### config.mk
export PLATFORM = sky130hd
export DESIGN_NAME = bus
export DESIGN_NICKNAME = d
export VERILOG_FILES = /design/src/rtl/bus.sv
export SDC_FILE = /design/constraint.sdc
export NUM_CORES = 1
export LEC_CHECK = 0
export ABC_AREA = 1
export BUFFER_PORTS_ARGS = -buffer_cell sky130_fd_sc_hd__buf_2
export CAP_MARGIN = 10
export CORE_AREA = 2 2 87 89
export DETAILED_ROUTE_END_ITERATION = 10
export DIE_AREA = 0 0 89 91
export PLACE_DENSITY_LB_ADDON = 0.08
export RECOVER_POWER = 100
export SETUP_SLACK_MARGIN = 0.3
export SYNTH_ARGS = -nofsm -noshare
export SYNTH_HDL_FRONTEND = slang
export SYNTH_SLANG_ARGS = --single-unit
### constraint.sdc
create_clock -name clk -period 3.37 [get_ports clk]
set_clock_uncertainty 0.05 [all_clocks]
set_input_delay 0.674 -clock clk [delete_from_list [all_inputs] [get_ports clk]]
set_output_delay 0.674 -clock clk [all_outputs]
set_load 0.02 [all_outputs]
### src/rtl/bus.sv
// Shared single-bus interconnect: two masters, two slaves, fixed-priority
// non-preemptive arbiter, address decode and one-cycle-latency read return.
module bus #(
  parameter int unsigned ADDR_W = 8,
  parameter int unsigned DATA_W = 32
) (
  input  logic              clk,
  input  logic              reset_n,
  input  logic              m0_req,
  input  logic              m0_wr,
  input  logic [ADDR_W-1:0] m0_address,
  input  logic [DATA_W-1:0] m0_dout,
  output logic              m0_grant,
  input  logic              m1_req,
  input  logic              m1_wr,
  input  logic [ADDR_W-1:0] m1_address,
  input  logic [DATA_W-1:0] m1_dout,
  output logic              m1_grant,
  output logic [DATA_W-1:0] m_din,
  output logic              s0_sel,
  output logic              s1_sel,
  output logic [ADDR_W-1:0] s_address,
  output logic              s_wr,
  output logic [DATA_W-1:0] s_din,
  input  logic [DATA_W-1:0] s0_dout,
  input  logic [DATA_W-1:0] s1_dout
);

  localparam int unsigned DEC_W = 3;

  typedef enum logic {
    GRANT_M0 = 1'b0,
    GRANT_M1 = 1'b1
  } state_t;

  state_t            state_q;
  state_t            state_d;
  logic              s0_sel_q;
  logic              s1_sel_q;
  logic [DEC_W-1:0]  region;

  // Arbiter state register; reset_n is active-high despite its name.
  always_ff @(posedge clk or posedge reset_n) begin
    if (reset_n) begin
      state_q <= GRANT_M0;
    end else begin
      state_q <= state_d;
    end
  end

  // M0 has priority but cannot take the bus back while M1 still requests it.
  always_comb begin
    state_d = state_q;
    case (state_q)
      GRANT_M0: if (!m0_req && m1_req) state_d = GRANT_M1;
      GRANT_M1: if (!m1_req)           state_d = GRANT_M0;
      default:                         state_d = GRANT_M0;
    endcase
  end

  assign m0_grant = (state_q == GRANT_M0);
  assign m1_grant = (state_q == GRANT_M1);

  // Granted master drives the slave-side bus.
  always_comb begin
    s_address = m0_address;
    s_wr      = m0_wr;
    s_din     = m0_dout;
    if (state_q == GRANT_M1) begin
      s_address = m1_address;
      s_wr      = m1_wr;
      s_din     = m1_dout;
    end
  end

  // Top address bits pick the slave; everything above S1's window is unmapped.
  assign region = s_address[ADDR_W-1 -: DEC_W];
  assign s0_sel = (region == DEC_W'(0));
  assign s1_sel = (region == DEC_W'(1));

  // Selects remembered for one cycle to line up with synchronous slave reads.
  always_ff @(posedge clk or posedge reset_n) begin
    if (reset_n) begin
      s0_sel_q <= 1'b0;
      s1_sel_q <= 1'b0;
    end else begin
      s0_sel_q <= s0_sel;
      s1_sel_q <= s1_sel;
    end
  end

  always_comb begin
    m_din = '0;
    if (s0_sel_q) begin
      m_din = s0_dout;
    end else if (s1_sel_q) begin
      m_din = s1_dout;
    end
  end

endmodule

==> run summary, run 1 <==
PLACEMENT
--------------------------------------------------------------------------------------------------------
HPWL after DPL ............................................................................      5.05 mm
Placed cells ..............................................................................          564
Port Buf Inserts ..........................................................................          226
Global placement routability congestion ...................................................        0.714

STA
--------------------------------------------------------------------------------------------------------
Final worst path period share .............................................................        81.5%
Worst hold slack across all endpoints .....................................................     0.273 ns
RSZ-0062 raised after global routing ......................................................        false
Final setup violation count ...............................................................            0
Number of slew-limit violations in the final report .......................................            0
Worst max-slew margin expressed relative to the limit .....................................        39.3%
Total Negative Setup Slacks ...............................................................         0 ns
Shortest clock period the worst path allows after layout ..................................      2.75 ns
Max Clock Freq ............................................................................      364 MHz
Final hold vios ...........................................................................            0
Slew @ Worst Pin ..........................................................................     0.909 ns

FLOORPLANNING
--------------------------------------------------------------------------------------------------------
Number of cell rows .......................................................................           31
Starting Density ..........................................................................        16.0%
Area inside the core boundary .............................................................     7140 um2
Number of top-level pins ..................................................................          227
Chip width ................................................................................        89 um
Die boundary height .......................................................................        91 um
Die footprint .............................................................................     8100 um2

GLOBAL ROUTE
--------------------------------------------------------------------------------------------------------
Wire length of the first global-routing pass ..............................................      8.71 mm
Maximum number of pins on one net before global-route repair ..............................           44
Antenna violations before repair ..........................................................            0
All-layer global routing usage ............................................................        13.4%
Total gr overflow .........................................................................            0
Number of global-route vias before repair .................................................         2024

FINAL LAYOUT
--------------------------------------------------------------------------------------------------------
Utilization after layout ..................................................................        31.3%
Final-stage net count .....................................................................          620
Layout cell share with drive strength beyond 1 ............................................        34.8%
Count of fill cells added during filler insertion .........................................          898
Area growth from synthesis to layout ......................................................        95.0%
Antenna diodes ............................................................................            0
Post-route insts no fill ..................................................................          568

WORST SETUP PATH
--------------------------------------------------------------------------------------------------------
Critical Path AT ..........................................................................      2.02 ns
Slowest Stage Delay on Critical Path ......................................................      0.70 ns
Critical Path End Type ....................................................................   output pin
Critical Path Slowest Stage Cell ..........................................................        inv_1
Kind of critical path ..................................................................... flip-flop to output pin
Cell breakdown of the critical path ....................................................... buf_4, inv_1, nand3_1, nand2_1, clkbuf_1
Critical-path maximum fanout ..............................................................           33
Worst-case reg-to-reg path depth ..........................................................            5
Critical Path RT ..........................................................................      2.65 ns
Worst setup SP type .......................................................................    flip-flop

DETAILED ROUTING
--------------------------------------------------------------------------------------------------------
Drt first pass iters ......................................................................            4
Number of vias in the routed layout .......................................................         2260
Violation count after the first detailed-route iteration ..................................           22
Wire length after detailed routing ........................................................      6.18 mm
Final antenna-violating net count .........................................................            0
Routed wire length per instance ...........................................................      10.9 um
Number of remaining DRC errors ............................................................            0
Detail-routed via count per cell ..........................................................         3.98

POWER
--------------------------------------------------------------------------------------------------------
Largest vdd supply drop ...................................................................    0.0813 mV
Sw power ..................................................................................       248 uW
Net Sw Frac ...............................................................................        50.5%
Internal Dissipation ......................................................................       243 uW
Share of total power in sequential cells ..................................................         8.1%
Share of total power in combinational logic ...............................................        71.2%
Share of total power in the clock network .................................................        20.7%
Power per cell area .......................................................................   220 nW/um2
Leakage dissipation .......................................................................      1.45 nW

JOB
--------------------------------------------------------------------------------------------------------
Number of violations of the max-capacitance limit .........................................            0

SYNTHESIS
--------------------------------------------------------------------------------------------------------
Post-synthesis area per instance ..........................................................     4.49 um2
Post-synthesis cell count .................................................................          255
Synthesized net count .....................................................................          405
Number of warnings printed during yosys synthesis .........................................            0
Sequential element share of the synthesized area ..........................................        6.56%
Library cells used by synthesis ...........................................................           12
Post-synthesis cell area ..................................................................     1140 um2
Synth Register Bits .......................................................................            3

RUN STATUS
--------------------------------------------------------------------------------------------------------
Status .................................................................................... finished clean

CLOCK TREE
--------------------------------------------------------------------------------------------------------
Post-CTS clock slew at the launch and capture registers of the worst setup and hold paths .      0.03 ns
Number of clock sinks .....................................................................            3
CTS Hold Buffers Added ....................................................................            0
Clock insertion delay at the later pin of the skew report .................................      0.21 ns
Number of buffers created by CTS ..........................................................            3
Post-CTS repair timing setup buffer count .................................................            0
Number of buffers between clock root and the deepest sink .................................            2
Post-CTS resize count .....................................................................            0
CTS root buf ..............................................................................     clkbuf_8
Maximum level of the CTS H-tree ...........................................................            1
TritonCTS clock tree ......................................................................          yes

HOLD PATH
--------------------------------------------------------------------------------------------------------
Hold Crit Class ........................................................................... primary input to async pin

-- routing by layer --
layer | vias up | global-route usage [%] | share of wire, %
met5 | - | 0 | 0
met4 | 0 | 3.73 | 2.1
met3 | 10 | 3.00 | 11
met2 | 129 | 27.6 | 53
met1 | 923 | 12.4 | 33
li1 | 1198 | - | -
-- layout by cell type (no fill, tap or decap) --
cell and instances:
a21boi_1 1, nand2_1 188, nor2_1 2, inv_4 1
buf_4 3, clkbuf_1 72, buf_2 155, nand2_2 1
clkbuf_8 3, inv_1 8, nand3_1 32, dfrtp_1 3
-- final cells by class --
type,count,area (um2),share of cell area [%]
well taps,99,124,5.55
repair buffers,229,1060,47.7
inverters,9,36.3,1.63
multi-input cells,224,887,39.7
clock buffers,4,45.0,2.02
flip-flops and latches,3,75.1,3.36
-- path summary, 6_finish.rpt --
check / startpoint / endpoint / slack [ns]
max in group asynchronous: reset_n / s0_sel_q / 2.87
min in group clk: m0_req / m1_grant / 0.58
max reg2reg: m1_grant / s0_sel_q / 2.04
max: s0_sel_q / m_din[21] / 0.62
min: reset_n / s1_sel_q / 0.27
min reg2reg: m1_grant / m1_grant / 0.70
-- metrics by stage --
step	area, um2	total power, mW	setup WS (ns)
final	2230	0.491	0.623
after global routing	2230	0.539	0.428
after CTS	2320	0.518	1.00
after detailed placement	2280	0.412	1.23
after global placement	2280	0.412	1.25
after floorplan	1140	0.253	1.38
-- cells by family after synthesis --
group / count (synthesis) / share of synthesized area, %
AO/OA/AOI/OAI: 1 / 0.656
flip-flops: 3 / 6.56
buffers and inverters: 28 / 16.0
AND/OR/NAND/NOR: 223 / 76.8
-- cell usage after synthesis (all sizes together) --
master / n / area (um2)
nand2: 189 / 712
nand3: 32 / 160
buf: 19 / 146
inv: 9 / 36.3
dfrtp: 3 / 75.1
nor2: 2 / 7.51
a21boi: 1 / 7.51
-- state kept, by name, summed over array words and instances (netlist names) --
signal,flops
m1_grant,1
s0_sel_q,1
s1_sel_q,1
-- power groups by stage --
stage	logic, mW	clock network (mW)	registers, mW
6_report	0.350	0.102	0.0397
5_1_grt	0.390	0.109	0.0398
2_1_floorplan	0.212	0	0.0411
3_5_place_dp	0.372	0	0.0401
4_1_cts	0.373	0.105	0.0397
3_3_place_gp	0.372	0	0.0400
-- critical path, delay by kind of cell, from the launching register on --
kind,cells,cell delay (ns)
flip-flops,1,0.35
buffers and inverters,3,1.17
AND/OR/NAND/NOR,2,0.26
Note: power is estimated with default switching activity, not from simulation.
==> run 2: changes to the inputs <==
CORE_AREA = 2 2 88 90   (was 2 2 87 89)
DIE_AREA = 0 0 90 92   (was 0 0 89 91)
clock period = 2.5 ns   (was 3.37 ns; I/O delays follow)
==> run 2 against run 1 <==
  * Core utilization fell by 1.0 points
  * Sequential power rose by 43%
  * Wire length fell by 3.2%
  * Total power rose by 36%
  * Worst setup slack got worse by 0.26 ns
  * Count of clock-buffer cells in the layout did not move
  * Clock power rose by 37%
  * First-iteration DRC count rose by 14%
==> run summary, run 2 (synthesized netlist as in run 1, its figures left out) <==
WORST SETUP PATH
--------------------------------------------------------------------------------------------------------
Critical Path AT ..........................................................................      1.59 ns
Critical-path maximum fanout ..............................................................           35
Worst setup SP type .......................................................................    flip-flop
Critical Path RT ..........................................................................      1.95 ns
Critical Path End Type ....................................................................   output pin
Kind of critical path ..................................................................... flip-flop to output pin

STA
--------------------------------------------------------------------------------------------------------
Final worst path period share .............................................................        85.4%
Final worst setup slack ...................................................................     0.364 ns
Max Clock Freq ............................................................................      468 MHz
RSZ-0062 raised after global routing ......................................................        false
Worst max-slew margin expressed relative to the limit .....................................        66.3%
Slew @ Worst Pin ..........................................................................     0.505 ns
Shortest clock period the worst path allows after layout ..................................      2.14 ns
Number of slew-limit violations in the final report .......................................            0
Final setup violation count ...............................................................            0
Final hold vios ...........................................................................            0
Total Negative Setup Slacks ...............................................................         0 ns

POWER
--------------------------------------------------------------------------------------------------------
Power per cell area .......................................................................   296 nW/um2
Largest vdd supply drop ...................................................................     0.105 mV
Leakage dissipation .......................................................................      1.45 nW

FLOORPLANNING
--------------------------------------------------------------------------------------------------------
Die footprint .............................................................................     8280 um2
Die boundary height .......................................................................        92 um
Starting Density ..........................................................................        15.4%
Number of cell rows .......................................................................           32
Number of top-level pins ..................................................................          227
Chip width ................................................................................        90 um
Area inside the core boundary .............................................................     7450 um2

DETAILED ROUTING
--------------------------------------------------------------------------------------------------------
Detail-routed via count per cell ..........................................................         3.95
Wire length after detailed routing ........................................................      5.98 mm
Number of vias in the routed layout .......................................................         2264
Routed wire length per instance ...........................................................      10.4 um
Violation count after the first detailed-route iteration ..................................           25
Final antenna-violating net count .........................................................            0
Number of remaining DRC errors ............................................................            0
Drt first pass iters ......................................................................            4

FINAL LAYOUT
--------------------------------------------------------------------------------------------------------
Final-stage net count .....................................................................          622
Antenna diodes ............................................................................            0
Footprint of the multi-input gates ........................................................      887 um2
Utilization after layout ..................................................................        30.2%
Commonest cells after routing, fill and taps aside ........................................ nand2_1 (188), buf_2 (153), clkbuf_1 (74)
Leading cell type in the layout, fill and taps excluded ...................................      nand2_1
Count of fill cells added during filler insertion .........................................          942
Area growth from synthesis to layout ......................................................        96.7%
Sequential cell area ......................................................................     75.1 um2
Layout cell share with drive strength beyond 1 ............................................        34.8%

PLACEMENT
--------------------------------------------------------------------------------------------------------
Port Buf Inserts ..........................................................................          226
Global placement routability congestion ...................................................        0.780
Post-placement worst setup slack ..........................................................     0.587 ns
HPWL after DPL ............................................................................      4.82 mm

GLOBAL ROUTE
--------------------------------------------------------------------------------------------------------
Number of global-route vias before repair .................................................         2119
Wire length of the first global-routing pass ..............................................      9.33 mm
Antenna violations before repair ..........................................................            0
All-layer global routing usage ............................................................        13.2%
Maximum number of pins on one net before global-route repair ..............................           36
Total gr overflow .........................................................................            0

CLOCK TREE
--------------------------------------------------------------------------------------------------------
Clock insertion delay at the later pin of the skew report .................................      0.21 ns
TritonCTS clock tree ......................................................................          yes
Number of buffers created by CTS ..........................................................            3
Post-CTS clock slew at the launch and capture registers of the worst setup and hold paths .      0.03 ns
Number of buffers between clock root and the deepest sink .................................            2
Post-CTS repair timing setup buffer count .................................................            0
CTS root buf ..............................................................................     clkbuf_8
Maximum level of the CTS H-tree ...........................................................            1
Number of clock sinks .....................................................................            3

HOLD PATH
--------------------------------------------------------------------------------------------------------
Hold Crit Class ........................................................................... primary input to async pin

JOB
--------------------------------------------------------------------------------------------------------
Number of violations of the max-capacitance limit .........................................            0

RUN STATUS
--------------------------------------------------------------------------------------------------------
Status .................................................................................... finished clean

==> run 2: final timing paths <==
| check | cells past startpoint | endpoint | slack, ns | from |
|---|---|---|---|---|
| max | 4 | s_din[5] | 0.36 | m1_grant |
| min | 2 | m1_grant | 0.10 | reset_n |
| max reg2reg | 5 | s1_sel_q | 1.19 | m1_grant |
| min reg2reg | 4 | s1_sel_q | 0.83 | m1_grant |
| max in group asynchronous | 2 | s1_sel_q | 2.15 | reset_n |
| min in group clk | 2 | m1_grant | 0.41 | m0_req |
==> run 2: area by class of cell <==
class | instances | share of cell area [%]
Timing Repair Buffer | 230 | 47.7
Multi-Input combinational cell | 224 | 39.4
Tap cell | 102 | 5.67
Sequential cell | 3 | 3.33
Clock buffer | 4 | 2.00
Inverter | 9 | 1.72
Timing Repair inverter | 1 | 0.222
==> run 2: where the power goes <==
group	internal, mW	switching (mW)	leakage (nW)	total [mW]
combinational	0.169	0.301	1.39	0.470
clock	0.109	0.0310	0.0228	0.140
sequential	0.0518	0.00514	0.0396	0.0569
==> run 2: stage by stage <==
stage / power [mW] / instance area [um2] / hold slack [ns] / instances
after floorplan: 0.341 / 1140 / 0.204 / 255
after global placement: 0.555 / 2290 / 0.332 / 568
after detailed placement: 0.553 / 2290 / 0.338 / 568
after CTS: 0.699 / 2330 / 0.105 / 572
after global routing: 0.734 / 2250 / 0.120 / 573
final: 0.667 / 2250 / 0.104 / 573
==> run 2: timing repair <==
action                     in CTS  in global routing
hold buffers                    0                  0
setup endpoints to repair       0                 11
resized for setup               0                  4
==> run 2: metal layers <==
| layer | up-vias | global-route usage (%) | part of all wire (%) |
|---|---|---|---|
| li1 | 1203 | - | - |
| met1 | 919 | 13.1 | 35 |
| met2 | 140 | 26.8 | 53 |
| met3 | 2 | 3.53 | 11 |
| met4 | 0 | 3.46 | 0.62 |
| met5 | - | 0 | 0 |
==> run 2: worst max-delay path: stages, from the launching register on <==
cell	delay, ns
dfrtp_1	0.60
buf_6	0.32
nand2_1	0.08
nand2_1	0.12
clkbuf_1	0.25
==> run 3: changes to the inputs <==
--- a/constraint.sdc
+++ b/constraint.sdc
@@ -4,2 +4,2 @@
 set_output_delay 0.5 -clock clk [all_outputs]
-set_load 0.02 [all_outputs]
+set_load 0.1 [all_outputs]
==> run 3 against run 2 <==
  * Worst hold slack got worse by 0.0065 ns
  * Flip-flop and latch count unchanged
  * Via count increased by 3.4%
  * Sequential power decreased by 2%
  * Final area increased by 31%
  * First-iteration DRC count increased by 60%
  * Fmax decreased by 5.6%
  * Wire length increased by 12%
  * Critical path type unchanged
==> run summary, run 3 (synthesized netlist as in run 1, its figures left out) <==
CLOCK TREE
--------------------------------------------------------------------------------------------------------
Maximum level of the CTS H-tree ...........................................................            1
Post-CTS clock slew at the launch and capture registers of the worst setup and hold paths .      0.03 ns
Number of clock sinks .....................................................................            3
Clock insertion delay at the later pin of the skew report .................................      0.22 ns
CTS root buf ..............................................................................     clkbuf_8
Number of buffers created by CTS ..........................................................            3
TritonCTS clock tree ......................................................................          yes
CTS Hold Buffers Added ....................................................................            0
Number of buffers between clock root and the deepest sink .................................            2

DETAILED ROUTING
--------------------------------------------------------------------------------------------------------
Final antenna-violating net count .........................................................            0
Drt first pass iters ......................................................................            4
Violation count after the first detailed-route iteration ..................................           40
Number of remaining DRC errors ............................................................            0
Number of vias in the routed layout .......................................................         2340
Detail-routed via count per cell ..........................................................         4.06
Wire length after detailed routing ........................................................      6.72 mm
Routed wire length per instance ...........................................................      11.6 um

FINAL LAYOUT
--------------------------------------------------------------------------------------------------------
Layout cell share with drive strength beyond 1 ............................................        58.9%
Footprint of the multi-input gates ........................................................     1060 um2
Utilization after layout ..................................................................        39.8%
Sequential cell area ......................................................................     75.1 um2
Antenna diodes ............................................................................            0
Final-stage net count .....................................................................          626
Post-route insts no fill ..................................................................          577
Count of fill cells added during filler insertion .........................................          846
Commonest cells after routing, fill and taps aside ........................................ buf_2 (157), nand2_1 (150), clkbuf_2 (35)
Final std cell area, no fill ..............................................................     2960 um2
Leading cell type in the layout, fill and taps excluded ...................................        buf_2
Area growth from synthesis to layout ......................................................         159%

PLACEMENT
--------------------------------------------------------------------------------------------------------
Post-placement worst setup slack ..........................................................     0.348 ns
Placed cells ..............................................................................          568
Global placement routability congestion ...................................................        0.730
Port Buf Inserts ..........................................................................          226
Total placed instance area ................................................................     3220 um2
HPWL after DPL ............................................................................      5.33 mm

STA
--------------------------------------------------------------------------------------------------------
Final worst path period share .............................................................        90.5%
Final worst setup slack ...................................................................     0.238 ns
Worst max-slew margin expressed relative to the limit .....................................        61.9%
Slew @ Worst Pin ..........................................................................     0.573 ns
RSZ-0062 raised after global routing ......................................................         true
Total Negative Setup Slacks ...............................................................         0 ns
Final hold vios ...........................................................................            0
Worst hold slack across all endpoints .....................................................    0.0975 ns
Number of slew-limit violations in the final report .......................................            0
Max Clock Freq ............................................................................      442 MHz
Shortest clock period the worst path allows after layout ..................................      2.26 ns
Final setup violation count ...............................................................            0

FLOORPLANNING
--------------------------------------------------------------------------------------------------------
Number of top-level pins ..................................................................          227
Number of cell rows .......................................................................           32
Die footprint .............................................................................     8280 um2
Chip width ................................................................................        90 um
Area inside the core boundary .............................................................     7450 um2
Die boundary height .......................................................................        92 um
Starting Density ..........................................................................        15.4%

WORST SETUP PATH
--------------------------------------------------------------------------------------------------------
Worst setup SP type .......................................................................    flip-flop
Critical-path maximum fanout ..............................................................           21
Critical Path AT ..........................................................................      1.71 ns
Kind of critical path ..................................................................... flip-flop to output pin
Critical Path RT ..........................................................................      1.95 ns
Critical Path End Type ....................................................................   output pin

JOB
--------------------------------------------------------------------------------------------------------
Number of violations of the max-capacitance limit .........................................            0

GLOBAL ROUTE
--------------------------------------------------------------------------------------------------------
Wire length of the first global-routing pass ..............................................      10.1 mm
Total gr overflow .........................................................................            0
All-layer global routing usage ............................................................        14.7%
Number of global-route vias before repair .................................................         2117
Maximum number of pins on one net before global-route repair ..............................           43
Antenna violations before repair ..........................................................            0

POWER
--------------------------------------------------------------------------------------------------------
Power per cell area .......................................................................   497 nW/um2
Power consumption .........................................................................      1.47 mW
Leakage dissipation .......................................................................      1.83 nW
Largest vdd supply drop ...................................................................     0.267 mV

HOLD PATH
--------------------------------------------------------------------------------------------------------
Hold Crit Class ........................................................................... primary input to async pin

RUN STATUS
--------------------------------------------------------------------------------------------------------
Status .................................................................................... finished clean

-- run 3: cell count changes in the layout (fill, tap and decap cells not counted), moves of 2 or more --
cell	delta
clkbuf_1	-72
nand2_1	-38
clkbuf_2	+35
nand2_2	+28
buf_12	+25
clkbuf_4	+11
nand2_4	+9
buf_2	+4
nor2_1	-2
nor2_4	+2
-- run 3: what timing repair did --
item | CTS | global route
setup buffers | 0 | 3
cloned | 0 | 2
resized for setup | 4 | 2
endpoints found under the hold margin | 0 | 0
endpoints found under the setup margin | 18 | 4
pin swaps | 0 | 1
-- run 3: worst paths after layout --
check                      slack (ns)   endpoint     start  cells past startpoint
max                              0.24  s_din[13]  m1_grant                      5
min                               0.1   s1_sel_q   reset_n                      2
max reg2reg                      1.06   s0_sel_q  m1_grant                      7
min reg2reg                      0.90   m1_grant  m1_grant                      3
max in group asynchronous        2.15   m1_grant   reset_n                      2
min in group clk                 0.47   m1_grant    m0_req                      2
-- run 3: metal layers --
metal	global-route usage [%]	part of all wire (%)	wire [um]	vias up
met5	0	0	0	-
met4	3.21	1.0	68	0
met1	17.1	39	2620	981
met3	4.77	10	681	7
met2	26.1	50	3350	139
li1	-	-	-	1213
-- run 3: cell type report --
type | count | area share [%]
Clock buffer | 4 | 1.52
Sequential cell | 3 | 2.53
Multi-Input combinational cell | 224 | 35.7
Inverter | 9 | 1.56
Timing Repair inverter | 1 | 0.296
Tap cell | 102 | 4.31
Timing Repair Buffer | 234 | 54.1
-- run 3: worst max-delay path, stage by stage, from the launching register on --
cell and delay [ns]:
dfrtp_1 0.53, clkbuf_1 0.20, clkbuf_16 0.21, nand2_1 0.07
nand2_2 0.06, buf_2 0.42
-- run 3: power breakdown --
part	switching, mW	internal [mW]
Clock	0.0365	0.109
Combinational	0.959	0.312
Sequential	0.00419	0.0518
Total	0.999	0.473
